## src/rtl/pulse_pattern_gen.sv

```systemverilog
// Programmable pulse-train generator: emits num_pulses pulses (or runs forever)
// with configurable high/low phase lengths; all outputs are registered.
module pulse_pattern_gen #(
  parameter int CNT_W = 12
) (
  input  logic             clk,
  input  logic             rst_n,
  input  logic             enb,
  input  logic             start,
  input  logic [CNT_W-1:0] high_len,
  input  logic [CNT_W-1:0] low_len,
  input  logic [CNT_W-1:0] num_pulses,
  output logic             sig_out,
  output logic             rise,
  output logic             busy,
  output logic             done,
  output logic [CNT_W-1:0] pulse_cnt
);

  typedef enum logic [1:0] {
    ST_IDLE = 2'd0,
    ST_HIGH = 2'd1,
    ST_LOW  = 2'd2,
    ST_DONE = 2'd3
  } state_e;

  localparam logic [CNT_W-1:0] ZERO = {CNT_W{1'b0}};
  localparam logic [CNT_W-1:0] ONE  = {{(CNT_W-1){1'b0}}, 1'b1};

  state_e           state_q, state_d;
  logic [CNT_W-1:0] phase_q, phase_d;
  logic [CNT_W-1:0] hlen_q, hlen_d;
  logic [CNT_W-1:0] llen_q, llen_d;
  logic [CNT_W-1:0] npul_q, npul_d;
  logic [CNT_W-1:0] pulse_cnt_q, pulse_cnt_d;
  logic             sig_out_q, sig_out_d;
  logic             rise_q, rise_d;
  logic             busy_q, busy_d;
  logic             done_q, done_d;

  // Next-state and next-output logic; outputs are computed for the state being entered
  always_comb begin
    state_d     = state_q;
    phase_d     = phase_q;
    hlen_d      = hlen_q;
    llen_d      = llen_q;
    npul_d      = npul_q;
    pulse_cnt_d = pulse_cnt_q;
    sig_out_d   = 1'b0;
    rise_d      = 1'b0;
    busy_d      = 1'b0;
    done_d      = 1'b0;

    if (!enb) begin
      state_d     = ST_IDLE;
      phase_d     = ZERO;
      hlen_d      = ZERO;
      llen_d      = ZERO;
      npul_d      = ZERO;
      pulse_cnt_d = ZERO;
    end else begin
      case (state_q)
        ST_IDLE: begin
          if (start) begin
            // Zero lengths are stored as 1 so phase compares never underflow
            hlen_d      = (high_len == ZERO) ? ONE : high_len;
            llen_d      = (low_len == ZERO) ? ONE : low_len;
            npul_d      = num_pulses;
            state_d     = ST_HIGH;
            phase_d     = ZERO;
            pulse_cnt_d = ONE;
            sig_out_d   = 1'b1;
            rise_d      = 1'b1;
            busy_d      = 1'b1;
          end else begin
            state_d = ST_IDLE;
          end
        end
        ST_HIGH: begin
          busy_d = 1'b1;
          if (phase_q == (hlen_q - ONE)) begin
            state_d   = ST_LOW;
            phase_d   = ZERO;
            sig_out_d = 1'b0;
          end else begin
            phase_d   = phase_q + ONE;
            sig_out_d = 1'b1;
          end
        end
        ST_LOW: begin
          busy_d = 1'b1;
          if (phase_q == (llen_q - ONE)) begin
            phase_d = ZERO;
            if ((npul_q == ZERO) || (pulse_cnt_q < npul_q)) begin
              state_d     = ST_HIGH;
              pulse_cnt_d = pulse_cnt_q + ONE;
              sig_out_d   = 1'b1;
              rise_d      = 1'b1;
            end else begin
              state_d = ST_DONE;
              busy_d  = 1'b0;
              done_d  = 1'b1;
            end
          end else begin
            phase_d = phase_q + ONE;
          end
        end
        ST_DONE: begin
          state_d = ST_IDLE;
        end
        default: begin
          state_d     = ST_IDLE;
          phase_d     = ZERO;
          pulse_cnt_d = ZERO;
        end
      endcase
    end
  end

  // State, configuration and output registers
  always_ff @(posedge clk or negedge rst_n) begin
    if (!rst_n) begin
      state_q     <= ST_IDLE;
      phase_q     <= ZERO;
      hlen_q      <= ZERO;
      llen_q      <= ZERO;
      npul_q      <= ZERO;
      pulse_cnt_q <= ZERO;
      sig_out_q   <= 1'b0;
      rise_q      <= 1'b0;
      busy_q      <= 1'b0;
      done_q      <= 1'b0;
    end else begin
      state_q     <= state_d;
      phase_q     <= phase_d;
      hlen_q      <= hlen_d;
      llen_q      <= llen_d;
      npul_q      <= npul_d;
      pulse_cnt_q <= pulse_cnt_d;
      sig_out_q   <= sig_out_d;
      rise_q      <= rise_d;
      busy_q      <= busy_d;
      done_q      <= done_d;
    end
  end

  assign sig_out   = sig_out_q;
  assign rise      = rise_q;
  assign busy      = busy_q;
  assign done      = done_q;
  assign pulse_cnt = pulse_cnt_q;

endmodule
```

## config.mk

```make
export PLATFORM = sky130hd
export DESIGN_NAME = pulse_pattern_gen
export DESIGN_NICKNAME = d
export VERILOG_FILES = /design/src/rtl/pulse_pattern_gen.sv
export SDC_FILE = /design/constraint.sdc
export NUM_CORES = 1
export LEC_CHECK = 0
export ABC_AREA = 1
export BUFFER_PORTS_ARGS = -buffer_cell sky130_fd_sc_hd__buf_4
export CORE_ASPECT_RATIO = 0.8
export CORE_UTILIZATION = 59
export DETAILED_ROUTE_END_ITERATION = 10
export PLACE_DENSITY = 0.81
export SYNTH_ARGS = -nofsm -noshare
export SYNTH_HDL_FRONTEND = slang
export SYNTH_SLANG_ARGS = --single-unit
```

## constraint.sdc

```tcl
create_clock -name clk -period 2.3 [get_ports clk]
set_input_delay 0.115 -clock clk [delete_from_list [all_inputs] [get_ports clk]]
set_output_delay 0.115 -clock clk [all_outputs]
set_load 0.005 [all_outputs]
```

# [Word-level counts from Yosys, hierarchy flattened]
# Cells that the tools add are included.
[word_totals] regBits=66 latchBits=0 ramBits=0 mem_bits_ro=0 input_bits=40 memories=0
[op_classes] addsub=4 multipliers=0 n_div=0 n_lt_le_gt_ge=1 eq_ne=13 shifts=0 muxes=42 bitwise=0 n_reduce_logical=9
[ops] op="12-bit 2-to-1 mux" count=19
[ops] op="12-bit zero test" count=3
[ops] op="12-bit case mux with 3 select lines" count=1
[ops] op="12-bit by 1-bit adder with 12-bit output (second input constant)" count=2
[ops] op="12-bit == test" count=2
[ops] op="12-bit case mux with 2 select lines" count=1
[ops] op="12-bit by 1-bit subtractor with 12-bit output (second input constant)" count=2
[ops] op="1-bit 2-to-1 mux" count=13
[ops] op="12-bit less-than comparator" count=1
[ops] op="3-bit != test (second input constant)" count=4
[ops] op="2-bit 2-to-1 mux" count=4
[ops] op="2-bit case mux with 4 select lines" count=1
[ops] op="1-bit case mux with 3 select lines" count=2
[ops] op="2-bit AND reduction" count=3
[ops] op="2-bit == test (second input constant)" count=2
[ops] op="2-bit by 1-bit != test with 1-bit output (second input constant)" count=2
[ops] op="4-bit by 1-bit != test with 1-bit output (second input constant)" count=1
[ops] op="4-bit AND reduction" count=1
[ops] op="3-bit by 1-bit != test with 1-bit output (second input constant)" count=1
[ops] op="2-bit by 1-bit == test with 1-bit output (second input constant)" count=1
[ops] op="2-bit zero test" count=1
[ops] op="1-bit case mux with 2 select lines" count=1
[ops] op="1-bit logical OR" count=1

# [Longest topological paths before layout]
[depth] word_depth=6 depth_mapped=17 mapped_depth_nobuf=17

# [Least setup slack after synthesis]
# Ideal clock, no wire load.
[synth_path] path_type="register -> register" from="reg pulse_cnt_q[7], in the netlist pulse_cnt[7]" to="reg pulse_cnt_q[11], in the netlist pulse_cnt[11]" arrival_time_ns=1.910 t_required_ns=2.233 setup_slack_ns=0.324 stages_incl_launch_ff=12 n_path_buf=1 path_cell_list="dfrtp_1 ha_1 a21oi_1 o21ai_0 a21oi_1 nand2_1 nand2_1 nor2_1 o21ai_4 clkbuf_1 nand4_1 nand2_1"
[synth_via] elab_chain_len=5
[synth_lines] item="start: declaration" line="35" rtl="logic [CNT_W-1:0] pulse_cnt_q, pulse_cnt_d;"
[synth_lines] item="start signal: assignment" line="139" rtl="pulse_cnt_q <= pulse_cnt_d;"
[synth_lines] item="12-bit by 1-bit adder with 12-bit output" line="96" rtl="pulse_cnt_d = pulse_cnt_q + ONE;"
[synth_lines] item="12-bit 2-to-1 mux" line="94" rtl="if ((npul_q == ZERO) || (pulse_cnt_q < npul_q)) begin"
[synth_lines] item="12-bit 2-to-1 mux" line="92" rtl="if (phase_q == (llen_q - ONE)) begin"
[synth_lines] item="12-bit case mux with 2 select lines" line="62" rtl="case (state_q)"
[synth_lines] item="12-bit 2-to-1 mux" line="54" rtl="if (!enb) begin"
# Parallel ways exist; a longest one is shown, timed or not. The select of a mux whose other input is x is not followed.
# A chain may end at the register's enable or synchronous reset.

# [Worst setup path after layout]
[layout_path] from="reg state_q[1]" to="reg npul_q[5]"
[layout_via] elab_chain_len=3
[layout_lines] item="start: declaration" line="30" rtl="state_e state_q, state_d;"
[layout_lines] item="start signal: assignment" line="134" rtl="state_q <= state_d;"
[layout_lines] item="2-bit zero test" line="62"
[layout_lines] item="2-bit by 1-bit != test with 1-bit output (no source line)"
[layout_lines] item="2-bit AND reduction (no source line)"
[layout_lines] item="end signal: assignment" line="138" rtl="npul_q <= npul_d;"
[layout_lines] item="end: declaration" line="34" rtl="logic [CNT_W-1:0] npul_q, npul_d;"
# Every way passes these cells.

==> flow_summary_export.csv <==
group,metric,value,unit
status,outcome,"finished, final reports clean",
layout,drive_gt1_share,18.1,%
clock_tree,cts_root_buf,"clkbuf_8",
die,start_util,61.2,%
yosys,syn_area_per_cell,7.13,um2
placed_design,place_area,0.00509,mm2
clock_tree,path_clk_slew,0.08,ns
timing,finalCriticalPeriod,2.22,ns
worst_setup_path,critPathKind,"reg2reg",
clock_tree,clockBufferDepth,2,
min_path,hold_path_depth,3,
min_path,hp-class,"in2reg",
worst_setup_path,crit_path_top_delay_cell,"inv_1",
timing,hold_slack,0.0112,ns
layout,mostFrequentLayoutCells,"149 x nand2_1, 83 x inv_1, 70 x nand3_1",
die,die_w,100,um
global_routing,antenna_found_initial,0,
worst_setup_path,r2r-end,"npul_q[5]$_DFFE_PN0P_",
min_path,min_to,"llen_q[2]$_DFFE_PN0P_",
worst_setup_path,r2r_cells,7,
clock_tree,clock_sinks,66,
detailed_routing,wl_met1,5.91,mm
die,die-area,0.00806,mm2
worst_setup_path,r2r-start,"state_q[1]$_DFFE_PN0P_",
layout,nets,774,
placed_design,post-place-cells,791,
global_routing,grt_max_degree,67,
pwr,power,4.76,mW
timing,setup_viol,0,
clock_tree,htreeDepth,3,
worst_setup_path,critPathMostFrequentCell,"inv_1",
worst_setup_path,crit_path_end_kind,"flop",
timing,worst_slew_pin_slew,0.995,ns
layout,final_common_cell,"nand2_1",
timing,skew,0.0143,ns
detailed_routing,top_layer_used,"met4",
detailed_routing,wl_met2,5.49,mm
worst_setup_path,reg2reg_slack,0.08,ns
detailed_routing,drt_iter0_drc,385,
min_path,holdCritStartpoint,"low_len[2]",
detailed_routing,wl_per_cell,15.3,um
detailed_routing,vias,4609,
yosys,synth_seq_area_share,36.3,%
pwr,ir_worst_vdd,0.000644,V
worst_setup_path,crit_chain,"inv_1 -> ha_1 -> nand2_1 -> clkinv_1 -> nor2_1 -> inv_1 -> o21ai_0",
timing,setup_tns,0,ns
clock_tree,cts_tree,"yes",
placed_design,io_buffers,55,
layout,final_util,74.9,%
yosys,synthDistinctLibCells,37,
global_routing,globalRouteTotalUtil,33.4,%
clock_tree,clkLatencyLatePin,0.36,ns
worst_setup_path,cp_top_family,"buffers and inverters",
timing,hold_violations,0,
global_routing,grt_pass1_vias,4296,
worst_setup_path,cp_num_buf_inv,3,
worst_setup_path,path_max_fanout,32,
layout,fin_cells,825,
detailed_routing,drc,0,
pwr,p_per_area,856,mW/mm2
die,rows,28,
job,cap_violations,0,
global_routing,grt_pass1_wl,20.5,mm
timing,max_slew_margin,33.6,%
yosys,syn_nets,697,
yosys,synth_seq_cells,66,
timing,drv_slew,0,
placed_design,pre_cts_slack,-0.00394,ns
timing,max_freq,0.451,GHz
worst_setup_path,max_stage_delay,0.73,ns
detailed_routing,routed_wl,12.6,mm
layout,fin_area,0.00556,mm2
global_routing,overflow,0,
detailed_routing,drt_first_pass_iters,5,
worst_setup_path,crit_required,2.49,ns
worst_setup_path,critical_path_arrival,2.40,ns
placed_design,dpl.hpwl,8.94,mm
detailed_routing,viasPerCell,5.59,
layout,insertedDiodeCount,0,
layout,syn_to_final_growth,22.3,%
timing,fin_ws,0.0823,ns
worst_setup_path,cp-start-kind,"flop",
detailed_routing,wl_met3,1.06,mm
timing,rsz0062_at_grt,"true",
detailed_routing,final_antenna_net_count,0,
die,fp.dieH,80.5,um
placed_design,gp_congestion,0.947,
yosys,ys.warnings.count,0,
die,coreArea,0.00743,mm2
clock_tree,cts_buffers,9,
die,pin_count,56,
timing,finalCritPeriodShare,96.4,%
yosys,synth_cells,638,
pwr,p_leak,2.75,nW
yosys,synthesis.area,0.00455,mm2
[worst min-delay path, delay by kind of cell]
| kind | cells | cell delay, ns |
|---|---|---|
| AO/OA/AOI/OAI | 1 | 0.07 |
| buffers and inverters | 1 | 0.09 |
| AND/OR/NAND/NOR | 1 | 0.06 |
[cell usage after synthesis, drive strengths merged]
cell | count | area share (%)
or2 | 1 | 0.14
nand3 | 77 | 9.6
nor3b | 2 | 0.33
dfrtp | 66 | 36
clkinv | 1 | 0.082
o211ai | 1 | 0.17
buf | 4 | 0.72
nand2 | 160 | 14
inv | 86 | 7.1
o21ai | 54 | 6.2
a21oi | 11 | 1.2
nor4 | 8 | 1.1
o22ai | 8 | 1.1
xor2 | 18 | 3.5
ha | 19 | 5.2
nand4 | 20 | 2.8
nor2 | 64 | 6.0
xnor2 | 5 | 0.96
and3 | 1 | 0.14
a21boi | 1 | 0.17
o21bai | 2 | 0.41
nor3 | 8 | 0.88
clkbuf | 15 | 1.3
nand3b | 3 | 0.50
a31oi | 3 | 0.41
[power by group]
group	total [mW]	switching (mW)	internal [mW]
Combinational	2.14	1.39	0.758
Sequential	1.50	0.173	1.32
Clock	1.12	0.483	0.641
[layout make-up]
class	instances	area (um2)
multi-input cells	467	2550
fillers	573	1860
flip-flops and latches	66	1660
repair buffers	84	668
inverters	87	327
clock buffers	10	138
well taps	105	131
clock inverters	6	88.8
[cell families (layout without fill, tap and decap cells)]
| kind of cell | after synthesis | count (layout) | synth area share (%) |
|---|---|---|---|
| AO/OA/AOI/OAI | 80 | 80 | 9.66 |
| XOR/XNOR | 23 | 23 | 4.43 |
| adder cells (fa/ha/maj) | 19 | 19 | 5.23 |
| buffers and inverters | 106 | 187 | 9.19 |
| flip-flops | 66 | 66 | 36.3 |
| AND/OR/NAND/NOR | 344 | 345 | 35.2 |
[worst max-delay path by stage]
stage | start | end | slack, ns | cells past startpoint
3_3_place_gp | pulse_cnt[5]$_DFFE_PN0P_ | pulse_cnt[4]$_DFFE_PN0P_ | 0.1 | 11
4_1_cts | llen_q[0]$_DFFE_PN0P_ | pulse_cnt[2]$_DFFE_PN0P_ | 0.03 | 13
6_report | state_q[1]$_DFFE_PN0P_ | npul_q[5]$_DFFE_PN0P_ | 0.08 | 7
2_1_floorplan | pulse_cnt[7]$_DFFE_PN0P_ | pulse_cnt[11]$_DFFE_PN0P_ | 0.32 | 11
3_5_place_dp | pulse_cnt[5]$_DFFE_PN0P_ | pulse_cnt[0]$_DFFE_PN0P_ | -0.004 | 11
5_1_grt | state_q[0]$_DFFE_PN0P_ | npul_q[5]$_DFFE_PN0P_ | -0.09 | 7
[repair_timing]
action                                  CTS  global route
hold endpoints to repair                 80             0
endpoints found under the setup margin    3            48
pin swaps                                 1             1
cloned                                    0             1
hold buffers                             15             0
gates resized for setup                   0            19
setup buffers                             2             0
[per-layer routing]
layer  up-vias  global-route usage, %
li1       2246                      -
met1      2156                   50.1
met2       187                   49.5
met3        20                   5.83
met4         0                   8.41
met5         -                      0
[registers in the layout, summed over array words and instances, names as in the netlist]
name	count
hlen_q	12
busy	1
llen_q	12
phase_q	12
rise	1
done	1
state_q	2
pulse_cnt	12
npul_q	12
sig_out	1
No activity file was read; power rests on OpenSTA's default activity.
